## config.mk

```make
export PLATFORM = sky130hd
export DESIGN_NAME = icache_inv_queue
export DESIGN_NICKNAME = d
export VERILOG_FILES = /design/src/rtl/icache_inv_queue.sv
export SDC_FILE = /design/constraint.sdc
export NUM_CORES = 1
export LEC_CHECK = 0
export CAP_MARGIN = 20
export CELL_PAD_IN_SITES_DETAIL_PLACEMENT = 0
export CELL_PAD_IN_SITES_GLOBAL_PLACEMENT = 1
export CORE_ASPECT_RATIO = 0.7
export CORE_MARGIN = 8
export CORE_UTILIZATION = 45
export CTS_CLUSTER_SIZE = 25
export DETAILED_ROUTE_END_ITERATION = 16
export GPL_TIMING_DRIVEN = 0
export PLACE_DENSITY_LB_ADDON = 0.08
export REMOVE_ABC_BUFFERS = 1
export SLEW_MARGIN = 20
export SYNTH_ARGS = -nofsm -noshare
export SYNTH_HDL_FRONTEND = slang
export SYNTH_SLANG_ARGS = --single-unit
```

## constraint.sdc

```tcl
create_clock -name clk -period 6.2 [get_ports clk]
set_clock_uncertainty 0.2 [all_clocks]
set_input_delay 1.24 -clock clk [delete_from_list [all_inputs] [get_ports clk]]
set_output_delay 1.24 -clock clk [all_outputs]
set_load 0.03 [all_outputs]
```

## src/rtl/icache_inv_queue.sv

```systemverilog
// icache_inv_queue
//   Buffers word-addressed I-cache invalidation requests from a ready/valid
//   source and replays them one at a time to the I-cache. Each replay is a
//   one-cycle out_inv_valid pulse, and the cache answers with a one-cycle
//   out_inv_completed pulse. The head entry stays queued until it completes,
//   so in_inv_outstanding covers the in-flight request as well.
//
//   Optional feature: define ICACHE_INV_QUEUE_MERGE_EN to drop an incoming
//   request whose address already sits in the queue. Once the head has been
//   issued it is excluded from this match.
//
// Ports
//   clk                 clock, all state on rising edge
//   rst_n               asynchronous active-low reset
//   in_inv_addr[29:0]   word address [31:2] to invalidate
//   in_inv_valid        upstream request valid
//   in_inv_ready        queue can accept (transfer on valid & ready)
//   in_inv_outstanding  any accepted invalidation not yet completed
//   out_inv_addr[29:0]  address of the request in flight
//   out_inv_valid       one-cycle issue pulse
//   out_inv_completed   downstream completion pulse
//
// state     | meaning
// ST_IDLE   | nothing in flight; load head when queue non-empty
// ST_REQ    | issue pulse cycle for out_inv_addr
// ST_WAIT   | request issued, waiting for out_inv_completed
module icache_inv_queue #(
  parameter int DEPTH = 4
) (
  input  logic        clk,
  input  logic        rst_n,
  input  logic [29:0] in_inv_addr,
  input  logic        in_inv_valid,
  output logic        in_inv_ready,
  output logic        in_inv_outstanding,
  output logic [29:0] out_inv_addr,
  output logic        out_inv_valid,
  input  logic        out_inv_completed
);

  localparam int PTR_W = $clog2(DEPTH);
  localparam int CNT_W = PTR_W + 1;
  localparam logic [CNT_W-1:0] FULL_CNT = CNT_W'(DEPTH);

  localparam logic [1:0] ST_IDLE = 2'd0;
  localparam logic [1:0] ST_REQ  = 2'd1;
  localparam logic [1:0] ST_WAIT = 2'd2;

  logic [29:0]      mem_q [DEPTH];
  logic [PTR_W-1:0] wr_ptr_q, wr_ptr_d;
  logic [PTR_W-1:0] rd_ptr_q, rd_ptr_d;
  logic [CNT_W-1:0] count_q, count_d;
  logic [1:0]       state_q, state_d;
  logic [29:0]      out_addr_q, out_addr_d;
  logic             merge_hit;
  logic             push;
  logic             pop;

  // Ready depends only on the registered count; a pop this cycle does not
  // free room for a push in the same cycle.
  assign in_inv_ready       = rst_n & (count_q != FULL_CNT);
  assign in_inv_outstanding = (count_q != '0);
  assign out_inv_valid      = (state_q == ST_REQ);
  assign out_inv_addr       = out_addr_q;

`ifdef ICACHE_INV_QUEUE_MERGE_EN
  logic [PTR_W-1:0] idx;

  // The issued head is skipped: the cache may already be past that line,
  // so a fresh request for it must still be replayed.
  always_comb begin
    merge_hit = 1'b0;
    idx       = '0;
    for (int k = 0; k < DEPTH; k++) begin
      idx = rd_ptr_q + PTR_W'(k);
      if ((CNT_W'(k) < count_q) && !((k == 0) && (state_q != ST_IDLE)) &&
          (mem_q[idx] == in_inv_addr)) begin
        merge_hit = 1'b1;
      end
    end
  end
`else
  assign merge_hit = 1'b0;
`endif

  always_comb begin
    push       = in_inv_valid & in_inv_ready & ~merge_hit;
    pop        = out_inv_completed & ((state_q == ST_REQ) | (state_q == ST_WAIT));
    wr_ptr_d   = push ? wr_ptr_q + PTR_W'(1) : wr_ptr_q;
    rd_ptr_d   = pop  ? rd_ptr_q + PTR_W'(1) : rd_ptr_q;
    count_d    = count_q;
    state_d    = state_q;
    out_addr_d = out_addr_q;

    case ({push, pop})
      2'b10:   count_d = count_q + CNT_W'(1);
      2'b01:   count_d = count_q - CNT_W'(1);
      default: count_d = count_q;
    endcase

    case (state_q)
      ST_IDLE: begin
        if (count_q != '0) begin
          out_addr_d = mem_q[rd_ptr_q];
          state_d    = ST_REQ;
        end
      end
      ST_REQ:  state_d = out_inv_completed ? ST_IDLE : ST_WAIT;
      ST_WAIT: if (out_inv_completed) state_d = ST_IDLE;
      default: state_d = ST_IDLE;
    endcase
  end

  always_ff @(posedge clk) begin
    if (push) mem_q[wr_ptr_q] <= in_inv_addr;
  end

  always_ff @(posedge clk or negedge rst_n) begin
    if (!rst_n) begin
      wr_ptr_q   <= '0;
      rd_ptr_q   <= '0;
      count_q    <= '0;
      state_q    <= ST_IDLE;
      out_addr_q <= '0;
    end else begin
      wr_ptr_q   <= wr_ptr_d;
      rd_ptr_q   <= rd_ptr_d;
      count_q    <= count_d;
      state_q    <= state_d;
      out_addr_q <= out_addr_d;
    end
  end

endmodule

```

==> metrics.csv <==
metric,value,unit
Seq cells post-synth,159,
pwr dens,507,nW/um^2
area of the multi-input gates,1320,um^2
crit path cell chain,"buf_2, buf_16, o31a_1, clkdlybuf4s50_1",
vias in the first global route,3069,
post-synthesis xor/xnor area fraction,0.874,%
Congestion Overflow GR,0,
io pins,67,
CTS root buf,clkbuf_16,
ratio of cells with drive above 1 in the final layout,28.6,%
fill count,963,
drt wl/cell,20.3,um
# DRC,0,
post-synthesis simple-gate area fraction,1.06,%
register share of total power,40.7,%
Max Fanout on Critical Path,22,
1st-iter DRT viols,129,
Max Used Layer,met4,
Clock transition at path regs,0.06,ns
Switching Share,30.9,%
syn_area_per_cell,21.9,um^2
P_leak,2.66,nW
H-tree levels,4,
CTS Hold Bufs,0,
Worst Hold Launch,out_inv_addr[24],
Sink Count,159,
total power draw,3.84,mW
vias per cell,5.27,
combinational family with the most area after synthesis,multiplexers,
setup TNS,0,ns
antenna violation net count after detailed routing,0,
Yosys warning count,0,
area grow syn2layout,25.9,%
Port Buffers,66,
Compound-Gate Fraction of Synth Area,0.895,%
share of synthesized registers carrying an async set or reset,24.5,%
Post-Place Cell Area,7000,um^2
total routed wirelength,10900,um
Die Y,113,um
combinational share of power,33.4,%
Slew headroom,54.7,%
Met3 Routed Length,523,um
CTS Buf Count,17,
type of element launching the critical path,primary input,
Adder-Cell Fraction of Synth Area,2.00,%
Critical Path Slowest Stage Cell,clkdlybuf4s50_1,
endpoints failing hold,0,
"slowest stage delay, CP",0.67,ns
status,"complete, no violations",
"Arr. time, crit path",2.78,ns
Pre-antenna DRT Iters,4,
fin crit share,68.0,%
pin slew with the least headroom to its limit,0.679,ns
number of synthesized flops with an enable pin,120,
Final setup viols,0,
CP startpoint,rst_n,
GP Congestion,0.668,
Crit. End Element,primary output,
Register Area,4580,um^2
Die Span X,154,um
gr usage total,13.3,%
sequential area share after synthesis,76.1,%
M1 WL,4860,um
Placement Rows,35,
first-pass GRT wire length,17200,um
Post-Syn Area,6010,um^2
Yosys cell types,25,
VDD IR max,0.243,mV
Post-synth top flop,edfxtp_1,
die area,17400,um^2
CTS max path bufs,2,
Switch Pwr,1.19,mW
origin of the critical flop-to-flop path,count_q[0],
Core Area,13100,um^2
"Non-Filler Cell Area, Final",7570,um^2
Fmax,237,MHz
Ant. Diodes,0,
worst hold path type,flip-flop to flip-flop,
initial antenna violation count,0,
multiplexer area fraction after synthesis,17.0,%
Hold WS,0.304,ns
RSZ-0062 raised after global routing,no,
Int Pwr,2.66,mW
Setup Buffers After CTS,0,
Critical Path RT,4.76,ns
cts repair resizes,0,
fin crit period,4.22,ns
MaxCap Viol Count,0,
critical path type,primary input to primary output,
Post-Syn Instances,275,
fin util,57.9,%
Skew-Pair Late Insertion Delay,0.41,ns
"Slew Viols, Final",0,
largest net degree at the start of global routing,33,
vias,2826,
hpwl dp,6690,um
FF-to-FF setup slack,3.93,ns
CTS tree,built,
nets@finish,400,
initial core utilization,45.9,%
WL met2,5340,um
Clk network pwr share,26.0,%
area by class of cell:
class	instances	area share [%]
well taps	166	2.74
clock buffers	17	5.62
flip-flops and latches	159	60.5
inverters	11	0.545
repair buffers	73	11.2
multi-input cells	95	17.5
clock inverters	15	1.92
synth_stat cells, types with 3 or more instances:
cell type	number	area share (%)
and2_1	5	0.52
xnor2_1	4	0.58
ha_1	8	1.7
nand2_1	3	0.19
inv_1	11	0.69
mux4_2	30	11
edfxtp_1	120	60
dfrtp_1	39	16
buf_6	4	0.75
buf_4	3	0.37
mux2_2	31	5.8
stage by stage:
stage               instances  worst slack [ns]
floorplan                 265              3.22
global placement          497             0.356
detailed placement        504              1.91
CTS                       536              1.91
global route              536              1.85
finish                    536              1.98
placed cells by master (no fill, tap or decap), types with 4 or more instances in the layout:
master,synthesis,routed
and2_2,0,4
ha_1,8,8
xnor2_1,4,4
mux4_2,30,30
clkinv_2,0,4
edfxtp_1,120,120
inv_1,11,11
mux2_2,31,31
buf_16,0,7
clkbuf_16,0,17
clkdlybuf4s50_1,0,65
dfrtp_1,39,37
per-layer routing:
layer  global-route usage (%)  vias up
met5                        0        -
met4                     5.27        0
met3                     4.04       17
met2                     21.2       63
met1                     16.8     1499
li1                         -     1247
flip-flops by register name (all words and copies together), names as in the netlist:
| register | cells |
|---|---|
| mem_q | 120 |
| out_inv_addr | 30 |
| count_q | 3 |
| rd_ptr_q | 2 |
| state_q | 2 |
| wr_ptr_q | 2 |
power groups by stage:
| stage | clock (mW) | sequential (mW) | combinational (mW) |
|---|---|---|---|
| 3_5_place_dp | 0 | 1.59 | 1.30 |
| 6_report | 0.997 | 1.56 | 1.28 |
| 4_1_cts | 1.02 | 1.57 | 1.31 |
| 2_1_floorplan | 0 | 1.75 | 0.618 |
| 5_1_grt | 1.06 | 1.60 | 1.37 |
| 3_3_place_gp | 0 | 1.61 | 1.20 |
worst max-delay path, delay by kind of cell:
kind	cells	cell delay [ns]
buf+inv	3	1.37
compound gates	1	0.15
logic make-up after synthesis:
group / after synthesis
AOI/OAI and AO/OA: 7
muxes: 61
adders and majority gates: 9
DFF: 159
xor gates and xnor gates: 6
and+or+nand+nor: 12
buffers and inverters: 21
final timing paths:
| kind | endpoint | depth (start not counted) |
|---|---|---|
| worst max register to register | count_q[2] | 8 |
| min in group asynchronous | out_inv_addr[22] | 1 |
| max in group asynchronous | out_inv_addr[26] | 2 |
| worst max-delay path | in_inv_ready | 4 |
| worst min register to register | out_inv_addr[24] | 1 |
| worst min-delay path | out_inv_addr[24] | 1 |
Note: power is estimated with default switching activity, not from simulation.
